`src/rtl/mem_req_arbiter_pkg.sv`:
```
// Shared types and the round-robin pick function for the memory request arbiter.
// The default requester count sizes req_id_t for code that uses the stock configuration.
package mem_arb_pkg;

  localparam int DEFAULT_NUM_REQ = 2;
  localparam int MAX_REQ         = 32;
  localparam int MAX_REQ_IDX_W   = 5;

  typedef logic [$clog2(DEFAULT_NUM_REQ)-1:0] req_id_t;

  // Offsets are scanned from farthest to nearest, so the nearest active requester
  // at or after ptr is the one left in rr_pick.
  function automatic int unsigned rr_pick(input logic [MAX_REQ-1:0] req,
                                          input int unsigned        ptr,
                                          input int unsigned        n);
    int unsigned idx;
    rr_pick = ptr;
    for (int unsigned off = MAX_REQ; off > 0; off--) begin
      if (off <= n) begin
        idx = ptr + off - 1;
        if (idx >= n) begin
          idx = idx - n;
        end
        if (req[idx[MAX_REQ_IDX_W-1:0]]) begin
          rr_pick = idx;
        end
      end
    end
  endfunction

endpackage

```
`src/rtl/mem_req_arbiter_if.sv`:
```
// Requester-side and memory-side bus of the arbiter.
// The slave modport is the arbiter's view; the master modport is the requesters plus the memory.
interface mem_req_arbiter_if
  import mem_arb_pkg::*;
#(
  parameter int NUM_REQ    = DEFAULT_NUM_REQ,
  parameter int ADDR_WIDTH = 32,
  parameter int DATA_WIDTH = 32
);

  logic [NUM_REQ-1:0]                req_i;
  logic [NUM_REQ-1:0]                gnt_o;
  logic [NUM_REQ*ADDR_WIDTH-1:0]     addr_i;
  logic [NUM_REQ*DATA_WIDTH-1:0]     wdata_i;
  logic [NUM_REQ*DATA_WIDTH/8-1:0]   strb_i;
  logic [NUM_REQ-1:0]                we_i;
  logic [NUM_REQ-1:0]                rvalid_o;
  logic [DATA_WIDTH-1:0]             rdata_o;

  logic                              mem_req_o;
  logic                              mem_gnt_i;
  logic [ADDR_WIDTH-1:0]             mem_addr_o;
  logic [DATA_WIDTH-1:0]             mem_wdata_o;
  logic [DATA_WIDTH/8-1:0]           mem_strb_o;
  logic                              mem_we_o;
  logic                              mem_rvalid_i;
  logic [DATA_WIDTH-1:0]             mem_rdata_i;

  modport slave (
    input  req_i, addr_i, wdata_i, strb_i, we_i,
    input  mem_gnt_i, mem_rvalid_i, mem_rdata_i,
    output gnt_o, rvalid_o, rdata_o,
    output mem_req_o, mem_addr_o, mem_wdata_o, mem_strb_o, mem_we_o
  );

  modport master (
    output req_i, addr_i, wdata_i, strb_i, we_i,
    output mem_gnt_i, mem_rvalid_i, mem_rdata_i,
    input  gnt_o, rvalid_o, rdata_o,
    input  mem_req_o, mem_addr_o, mem_wdata_o, mem_strb_o, mem_we_o
  );

endinterface

```
`src/rtl/mem_req_arbiter_id_fifo.sv`:
```
// FIFO of requester IDs for accepted-but-unanswered memory requests.
// Storage is not reset; only pointers and count are.
module mem_arb_id_fifo
  import mem_arb_pkg::*;
#(
  parameter int DEPTH = 4,
  parameter int WIDTH = 1
) (
  input  logic                     clk_i,
  input  logic                     rst_ni,
  input  logic                     push,
  input  logic [WIDTH-1:0]         push_data,
  input  logic                     pop,
  output logic [WIDTH-1:0]         pop_data,
  output logic                     full,
  output logic                     empty,
  output logic [$clog2(DEPTH):0]   count
);

  localparam int PTR_W = $clog2(DEPTH);

  logic [WIDTH-1:0] store [DEPTH];
  logic [PTR_W-1:0] wr_ptr;
  logic [PTR_W-1:0] rd_ptr;
  logic [PTR_W:0]   cnt;
  logic             do_push;
  logic             do_pop;

  assign full     = (cnt == (PTR_W+1)'(DEPTH));
  assign empty    = (cnt == '0);
  assign count    = cnt;
  assign do_push  = push & ~full;
  assign do_pop   = pop & ~empty;
  assign pop_data = store[rd_ptr];

  always_ff @(posedge clk_i or negedge rst_ni) begin
    if (!rst_ni) begin
      wr_ptr <= '0;
      rd_ptr <= '0;
      cnt    <= '0;
    end else begin
      if (do_push) begin
        wr_ptr <= wr_ptr + 1'b1;
      end
      if (do_pop) begin
        rd_ptr <= rd_ptr + 1'b1;
      end
      case ({do_push, do_pop})
        2'b10:   cnt <= cnt + 1'b1;
        2'b01:   cnt <= cnt - 1'b1;
        default: cnt <= cnt;
      endcase
    end
  end

  always_ff @(posedge clk_i) begin
    if (do_push) begin
      store[wr_ptr] <= push_data;
    end
  end

endmodule

```
`src/rtl/mem_req_arbiter.sv`:
```
// Round-robin arbiter sharing one memory request port between NUM_REQ requesters,
// routing in-order responses back to whichever requester won each request.
module mem_req_arbiter
  import mem_arb_pkg::*;
#(
  parameter int NUM_REQ         = DEFAULT_NUM_REQ,
  parameter int ADDR_WIDTH      = 32,
  parameter int DATA_WIDTH      = 32,
  parameter int MAX_OUTSTANDING = 4
) (
  input  logic              clk_i,
  input  logic              rst_ni,
  mem_req_arbiter_if.slave  bus,
  output logic              busy_o,
  output logic              err_o
);

  localparam int ID_W   = $clog2(NUM_REQ);
  localparam int CNT_W  = $clog2(MAX_OUTSTANDING) + 1;
  localparam int STRB_W = DATA_WIDTH / 8;

  logic [ID_W-1:0]  ptr;
  logic [ID_W-1:0]  winner;
  logic [ID_W-1:0]  head;
  logic             fifo_full;
  logic             fifo_empty;
  logic [CNT_W-1:0] fifo_count;
  logic             handshake;
  logic             resp_pop;

  assign winner = ID_W'(rr_pick(MAX_REQ'(bus.req_i), 32'(ptr), NUM_REQ));

  // Gating with rst_ni keeps the memory port quiet while reset is held, even with requests pending.
  assign bus.mem_req_o = rst_ni & (|bus.req_i) & ~fifo_full;
  assign handshake     = bus.mem_req_o & bus.mem_gnt_i;
  assign resp_pop      = rst_ni & bus.mem_rvalid_i & ~fifo_empty;
  assign bus.rdata_o   = bus.mem_rdata_i;
  assign busy_o        = (fifo_count != '0);

  always_comb begin
    bus.mem_addr_o  = '0;
    bus.mem_wdata_o = '0;
    bus.mem_strb_o  = '0;
    bus.mem_we_o    = 1'b0;
    bus.gnt_o       = '0;
    bus.rvalid_o    = '0;
    for (int k = 0; k < NUM_REQ; k++) begin
      if (winner == ID_W'(k)) begin
        bus.mem_addr_o  = bus.addr_i[k*ADDR_WIDTH +: ADDR_WIDTH];
        bus.mem_wdata_o = bus.wdata_i[k*DATA_WIDTH +: DATA_WIDTH];
        bus.mem_strb_o  = bus.strb_i[k*STRB_W +: STRB_W];
        bus.mem_we_o    = bus.we_i[k];
        bus.gnt_o[k]    = handshake;
      end
      if (head == ID_W'(k)) begin
        bus.rvalid_o[k] = resp_pop;
      end
    end
  end

  always_ff @(posedge clk_i or negedge rst_ni) begin
    if (!rst_ni) begin
      ptr <= '0;
    end else if (handshake) begin
      ptr <= (winner == ID_W'(NUM_REQ - 1)) ? '0 : winner + 1'b1;
    end
  end

  // A response with nothing outstanding means the memory and arbiter have lost sync; latch it.
  always_ff @(posedge clk_i or negedge rst_ni) begin
    if (!rst_ni) begin
      err_o <= 1'b0;
    end else if (bus.mem_rvalid_i && fifo_empty) begin
      err_o <= 1'b1;
    end
  end

  mem_arb_id_fifo #(
    .DEPTH (MAX_OUTSTANDING),
    .WIDTH (ID_W)
  ) u_id_fifo (
    .clk_i     (clk_i),
    .rst_ni    (rst_ni),
    .push      (handshake),
    .push_data (winner),
    .pop       (resp_pop),
    .pop_data  (head),
    .full      (fifo_full),
    .empty     (fifo_empty),
    .count     (fifo_count)
  );

endmodule
```
`src/flat_wrapper.sv`:
```
// flat-port wrapper written by rule: the top's interface ports become plain ports
module mem_req_arbiter_flat import mem_arb_pkg::*;
#(
  parameter int NUM_REQ         = DEFAULT_NUM_REQ,
  parameter int ADDR_WIDTH      = 32,
  parameter int DATA_WIDTH      = 32,
  parameter int MAX_OUTSTANDING = 4
)
  (clk_i, rst_ni, busy_o, err_o, bus_req_i, bus_addr_i, bus_wdata_i, bus_strb_i, bus_we_i, bus_mem_gnt_i, bus_mem_rvalid_i, bus_mem_rdata_i, bus_gnt_o, bus_rvalid_o, bus_rdata_o, bus_mem_req_o, bus_mem_addr_o, bus_mem_wdata_o, bus_mem_strb_o, bus_mem_we_o);
  mem_req_arbiter_if #(.NUM_REQ(NUM_REQ), .ADDR_WIDTH(ADDR_WIDTH), .DATA_WIDTH(DATA_WIDTH)) bus_i ();
  input  logic clk_i;
  input  logic rst_ni;
  output logic busy_o;
  output logic err_o;
  input wire logic [$bits(bus_i.req_i)-1:0] bus_req_i;
  input wire logic [$bits(bus_i.addr_i)-1:0] bus_addr_i;
  input wire logic [$bits(bus_i.wdata_i)-1:0] bus_wdata_i;
  input wire logic [$bits(bus_i.strb_i)-1:0] bus_strb_i;
  input wire logic [$bits(bus_i.we_i)-1:0] bus_we_i;
  input wire logic [$bits(bus_i.mem_gnt_i)-1:0] bus_mem_gnt_i;
  input wire logic [$bits(bus_i.mem_rvalid_i)-1:0] bus_mem_rvalid_i;
  input wire logic [$bits(bus_i.mem_rdata_i)-1:0] bus_mem_rdata_i;
  output wire logic [$bits(bus_i.gnt_o)-1:0] bus_gnt_o;
  output wire logic [$bits(bus_i.rvalid_o)-1:0] bus_rvalid_o;
  output wire logic [$bits(bus_i.rdata_o)-1:0] bus_rdata_o;
  output wire logic [$bits(bus_i.mem_req_o)-1:0] bus_mem_req_o;
  output wire logic [$bits(bus_i.mem_addr_o)-1:0] bus_mem_addr_o;
  output wire logic [$bits(bus_i.mem_wdata_o)-1:0] bus_mem_wdata_o;
  output wire logic [$bits(bus_i.mem_strb_o)-1:0] bus_mem_strb_o;
  output wire logic [$bits(bus_i.mem_we_o)-1:0] bus_mem_we_o;
  assign bus_i.req_i = bus_req_i;
  assign bus_i.addr_i = bus_addr_i;
  assign bus_i.wdata_i = bus_wdata_i;
  assign bus_i.strb_i = bus_strb_i;
  assign bus_i.we_i = bus_we_i;
  assign bus_i.mem_gnt_i = bus_mem_gnt_i;
  assign bus_i.mem_rvalid_i = bus_mem_rvalid_i;
  assign bus_i.mem_rdata_i = bus_mem_rdata_i;
  assign bus_gnt_o = bus_i.gnt_o;
  assign bus_rvalid_o = bus_i.rvalid_o;
  assign bus_rdata_o = bus_i.rdata_o;
  assign bus_mem_req_o = bus_i.mem_req_o;
  assign bus_mem_addr_o = bus_i.mem_addr_o;
  assign bus_mem_wdata_o = bus_i.mem_wdata_o;
  assign bus_mem_strb_o = bus_i.mem_strb_o;
  assign bus_mem_we_o = bus_i.mem_we_o;
  mem_req_arbiter #(.NUM_REQ(NUM_REQ), .ADDR_WIDTH(ADDR_WIDTH), .DATA_WIDTH(DATA_WIDTH), .MAX_OUTSTANDING(MAX_OUTSTANDING)) u_core (.clk_i(clk_i), .rst_ni(rst_ni), .bus(bus_i), .busy_o(busy_o), .err_o(err_o));
endmodule
```
`config.mk`:
```
export PLATFORM = sky130hd
export DESIGN_NAME = mem_req_arbiter_flat
export DESIGN_NICKNAME = d
export VERILOG_FILES = /design/src/rtl/mem_req_arbiter_pkg.sv /design/src/rtl/mem_req_arbiter_if.sv /design/src/rtl/mem_req_arbiter_id_fifo.sv /design/src/rtl/mem_req_arbiter.sv /design/src/flat_wrapper.sv
export SDC_FILE = /design/constraint.sdc
export NUM_CORES = 1
export LEC_CHECK = 0
export BUFFER_PORTS_ARGS = -buffer_cell sky130_fd_sc_hd__clkbuf_2
export CAP_MARGIN = 40
export CORE_AREA = 2 2 109 111
export CTS_BUF_LIST = sky130_fd_sc_hd__clkbuf_4 sky130_fd_sc_hd__clkbuf_8 sky130_fd_sc_hd__clkbuf_16
export CTS_CLUSTER_SIZE = 28
export DETAILED_ROUTE_END_ITERATION = 6
export DIE_AREA = 0 0 111 113
export SYNTH_ARGS = -nofsm -noshare
export SYNTH_HDL_FRONTEND = slang
export SYNTH_HIERARCHICAL = 1
export SYNTH_SLANG_ARGS = --single-unit
```
`constraint.sdc`:
```
create_clock -name clk_i -period 3.6 [get_ports clk_i]
set_input_delay 0.36 -clock clk_i [delete_from_list [all_inputs] [get_ports clk_i]]
set_output_delay 0.36 -clock clk_i [all_outputs]
set_load 0.005 [all_outputs]
```
==> flow_results.xml <==
<?xml version="1.0" encoding="UTF-8"?>
<metrics>
  <group name="outcome">
    <metric name="run_status" unit="">finished, violations left</metric>
    <metric name="violated_checks" unit="">hold timing</metric>
  </group>
  <group name="global_routing">
    <metric name="antenna_found_initial" unit="">0</metric>
    <metric name="grt.overflow.total" unit="">0</metric>
    <metric name="grt_max_degree" unit="">44</metric>
    <metric name="grt_pass1_vias" unit="">1915</metric>
    <metric name="grt_util_overall" unit="%">9.12</metric>
    <metric name="wire_length_of_the_first_global_routing_pass" unit="µm">9320</metric>
  </group>
  <group name="layout">
    <metric name="fill_cells" unit="">1220</metric>
    <metric name="num-nets-final" unit="">542</metric>
    <metric name="layout-drive-gt1-share" unit="%">81.3</metric>
    <metric name="final_cells" unit="">502</metric>
    <metric name="insertedDiodeCount" unit="">0</metric>
    <metric name="layout-area-overhead-vs-synth" unit="%">56.9</metric>
  </group>
  <group name="worst_setup_path">
    <metric name="crit_required" unit="ps">3760</metric>
    <metric name="cp_slowest_cell" unit="">sky130_fd_sc_hd__dfrtp_1</metric>
    <metric name="critPathMaxFanout" unit="">7</metric>
    <metric name="critPathCaptureType" unit="">flop</metric>
    <metric name="rr_worst_depth" unit="">11</metric>
    <metric name="path_class" unit="">flop to flop</metric>
    <metric name="regToRegEndpoint" unit="">u_core/u_id_fifo/count[2]</metric>
    <metric name="slowest_delay" unit="ps">450</metric>
    <metric name="startpoint_type" unit="">flop</metric>
    <metric name="timing.critical_path.cells" unit="">nor3b_4 -&gt; and3b_1 -&gt; nor2b_1 -&gt; nor2b_4 -&gt; inv_1 -&gt; ha_1 -&gt; inv_1 -&gt; fa_1 -&gt; xor2_1 -&gt; nor2_1 -&gt; xor2_1</metric>
    <metric name="ff2ff_setup_slack" unit="ps">1140</metric>
    <metric name="cp.arrival" unit="ps">2610</metric>
    <metric name="r2r-start" unit="">u_core/u_id_fifo/count[0]</metric>
  </group>
  <group name="floorplanning">
    <metric name="placementRows" unit="">39</metric>
    <metric name="floorplan.die.height" unit="µm">113</metric>
    <metric name="floorplan.core_area" unit="µm²">11300</metric>
    <metric name="initial_core_util" unit="%">16.4</metric>
    <metric name="fp.dieArea" unit="µm²">12500</metric>
    <metric name="ios" unit="">284</metric>
    <metric name="chipWidth" unit="µm">111</metric>
  </group>
  <group name="synth">
    <metric name="synthDominantAreaCellType" unit="">sky130_fd_sc_hd__mux2_2</metric>
    <metric name="synthMostInstantiatedCell" unit="">sky130_fd_sc_hd__mux2_2</metric>
    <metric name="asyncSetResetFlopFracSynth" unit="%">69.2</metric>
    <metric name="ys_dominant_reg_cell" unit="">sky130_fd_sc_hd__dfrtp_1</metric>
    <metric name="synthDominantCellAreaShare" unit="%">35.9</metric>
    <metric name="post_synth_main_area_contributors" unit="">sky130_fd_sc_hd__mux2_2, sky130_fd_sc_hd__buf_4, sky130_fd_sc_hd__dfrtp_1</metric>
    <metric name="yosysSeqAreaShare" unit="%">18.6</metric>
    <metric name="netlist-cell-type-count" unit="">32</metric>
    <metric name="postSynthCellCount" unit="">173</metric>
    <metric name="yosysWarningCount" unit="">6</metric>
    <metric name="mappedNetlistNets" unit="">355</metric>
    <metric name="post_synth_most_frequent_cells" unit="">sky130_fd_sc_hd__mux2_2, sky130_fd_sc_hd__buf_4, sky130_fd_sc_hd__mux2_1</metric>
    <metric name="synth_edf_count" unit="">4</metric>
    <metric name="yosys_register_bits" unit="">13</metric>
    <metric name="syn_area_per_cell" unit="µm²">10.7</metric>
    <metric name="syn-cell-area" unit="µm²">1850</metric>
  </group>
  <group name="routing">
    <metric name="detail-route-antenna-nets" unit="">0</metric>
    <metric name="average_detailed_routed_wire_length_per_instance" unit="µm">12.6</metric>
    <metric name="vias" unit="">1950</metric>
    <metric name="post_drt_via_cell_ratio" unit="">3.88</metric>
    <metric name="remaining_drc_errors" unit="">0</metric>
    <metric name="detailedRoute.firstPassIterationCount" unit="">4</metric>
    <metric name="drtIter0Drc" unit="">72</metric>
    <metric name="wl" unit="µm">6320</metric>
  </group>
  <group name="clock_network">
    <metric name="cts_inserted_buffers" unit="">3</metric>
    <metric name="tritoncts" unit="">done</metric>
    <metric name="clk_root_buffer_cell" unit="">sky130_fd_sc_hd__clkbuf_16</metric>
    <metric name="htree_levels" unit="">1</metric>
    <metric name="clk-insertion-delay-late" unit="ps">230</metric>
    <metric name="cts.reportedPaths.clkPinSlew" unit="ps">40</metric>
    <metric name="max-clock-path-buffers" unit="">2</metric>
    <metric name="holdBufCountCts" unit="">0</metric>
    <metric name="cts_setup_buffers" unit="">0</metric>
    <metric name="postCtsResizedCells" unit="">0</metric>
    <metric name="numClockSinks" unit="">13</metric>
  </group>
  <group name="place">
    <metric name="finalWeightedCongestion" unit="">0.739</metric>
    <metric name="place.port_buffers" unit="">219</metric>
    <metric name="placedCellCount" unit="">498</metric>
    <metric name="hpwl" unit="µm">5810</metric>
    <metric name="dp_worst_setup_slack" unit="ps">1130</metric>
  </group>
  <group name="power_and_ir_drop">
    <metric name="static-leakage-power" unit="µW">0.00156</metric>
    <metric name="power-per-cell-area" unit="nW/µm²">458</metric>
    <metric name="ir_drop" unit="µV">172</metric>
    <metric name="finalPower" unit="µW">1330</metric>
  </group>
  <group name="timing">
    <metric name="sum_neg_setup_slack" unit="ps">0</metric>
    <metric name="timing_max_transition_violations_final" unit="">0</metric>
    <metric name="final.setup_skew" unit="ps">2.27</metric>
    <metric name="fmax" unit="MHz">407</metric>
    <metric name="final_critical_path_setup_slack" unit="ps">1140</metric>
    <metric name="timing.final.hold_violations" unit="">9</metric>
    <metric name="rsz0062_at_grt" unit="">no</metric>
    <metric name="setup_viol" unit="">0</metric>
    <metric name="relSlewSlack" unit="%">64.9</metric>
    <metric name="minimum_clock_period_after_layout" unit="ps">2460</metric>
    <metric name="timing_worst_slew_pin_value" unit="ps">527</metric>
    <metric name="period_share" unit="%">68.2</metric>
    <metric name="whs" unit="ps">-3.59</metric>
  </group>
  <group name="hold_path">
    <metric name="holdCritPathClass" unit="">primary input to async pin</metric>
  </group>
  <group name="job">
    <metric name="cap_viol_max_count" unit="">0</metric>
  </group>
</metrics>
==> registers in the layout, summed over array words and instances (netlist names) <==
name                     flops
u_core/u_id_fifo/rd_ptr      2
u_core/err_o                 1
u_core/u_id_fifo/store       4
u_core/ptr                   1
u_core/u_id_fifo/wr_ptr      2
u_core/u_id_fifo/count       3
==> layer usage <==
layer	vias up	part of all wire [%]	routed length (µm)	track usage, %
met1	871	38	2380	10.5
met2	131	51	3250	17.1
met3	6	10	654	2.84
met4	0	0.54	34	1.00
met5	-	0	0	0
li1	942	-	-	-
==> worst max-delay path, delay by kind of cell, from the launching register on <==
family / cells / cell delay, ps
AND/OR/NAND/NOR: 5 / 950
XOR/XNOR: 2 / 300
flip-flops: 1 / 450
adder cells (fa/ha/maj): 2 / 550
buffers and inverters: 2 / 120
==> how the worst max path moves through the flow <==
stage / cells after the start / end / from / slack (ps)
finish: 11 / u_core/u_id_fifo/count[2] / u_core/u_id_fifo/count[0] / 1140
global route: 11 / u_core/u_id_fifo/count[2] / u_core/u_id_fifo/count[0] / 990
CTS: 11 / u_core/u_id_fifo/count[2] / u_core/u_id_fifo/count[0] / 1110
detailed placement: 11 / u_core/u_id_fifo/count[2] / u_core/u_id_fifo/count[0] / 1130
global placement: 11 / u_core/u_id_fifo/count[2] / u_core/u_id_fifo/count[0] / 1210
floorplan: 11 / u_core/u_id_fifo/count[2] / u_core/u_id_fifo/count[0] / 1310
==> cell type report <==
class / instances / area (µm²) / share of cell area [%]
clock buffer: 4 / 82.6 / 2.84
inverter: 7 / 26.3 / 0.904
multi-input combinational: 114 / 1160 / 40.0
sequential: 13 / 345 / 11.9
tap: 143 / 179 / 6.16
timing repair buffer: 221 / 1110 / 38.2
==> where the power goes <==
group | total (µW) | switching, µW | internal [µW]
clock | 209 | 52.9 | 156
sequential | 274 | 63.9 | 210
combinational | 847 | 361 | 486
total | 1330 | 478 | 852
==> logic make-up (layout without fill, tap and decap cells) <==
| family | Yosys count | in the layout | share of synthesized area (%) |
|---|---|---|---|
| simple gates | 25 | 25 | 8.78 |
| flops | 13 | 13 | 18.6 |
| fa+ha+maj | 6 | 6 | 4.46 |
| compound gates | 6 | 6 | 2.70 |
| buf+inv | 46 | 232 | 18.6 |
| xor+xnor | 6 | 6 | 2.84 |
| mux | 71 | 71 | 44.0 |
==> per-stage QoR <==
| step | util [%] | instance area [µm²] |
|---|---|---|
| floorplan | - | 1850 |
| global placement | 25.1 | 2820 |
| detailed placement | 25.1 | 2820 |
| CTS | 25.8 | 2910 |
| global route | 25.8 | 2910 |
| finish | 25.8 | 2910 |
==> cell usage in the layout, fill, tap and decap left out <==
cell	instances
sky130_fd_sc_hd__a21o_1	1
sky130_fd_sc_hd__a21oi_1	1
sky130_fd_sc_hd__a21oi_4	1
sky130_fd_sc_hd__a31oi_1	1
sky130_fd_sc_hd__and2_1	3
sky130_fd_sc_hd__and2_2	2
sky130_fd_sc_hd__and3_1	2
sky130_fd_sc_hd__and3b_1	1
sky130_fd_sc_hd__buf_4	2
sky130_fd_sc_hd__clkbuf_16	3
sky130_fd_sc_hd__clkbuf_2	219
sky130_fd_sc_hd__clkbuf_4	1
sky130_fd_sc_hd__dfrtp_1	9
sky130_fd_sc_hd__edfxtp_1	4
sky130_fd_sc_hd__fa_1	1
sky130_fd_sc_hd__ha_1	5
sky130_fd_sc_hd__inv_1	7
sky130_fd_sc_hd__mux2_1	10
sky130_fd_sc_hd__mux2_2	59
sky130_fd_sc_hd__mux2_4	1
sky130_fd_sc_hd__mux4_2	1
sky130_fd_sc_hd__nand2_1	4
sky130_fd_sc_hd__nand2b_1	2
sky130_fd_sc_hd__nor2_1	3
sky130_fd_sc_hd__nor2b_1	2
sky130_fd_sc_hd__nor2b_4	1
sky130_fd_sc_hd__nor3_1	2
sky130_fd_sc_hd__nor3b_1	1
sky130_fd_sc_hd__nor3b_4	1
sky130_fd_sc_hd__o21ai_0	1
sky130_fd_sc_hd__o31a_2	1
sky130_fd_sc_hd__or3_1	1
sky130_fd_sc_hd__xnor2_1	3
sky130_fd_sc_hd__xor2_1	3
Power figures use the tool's default switching activity.
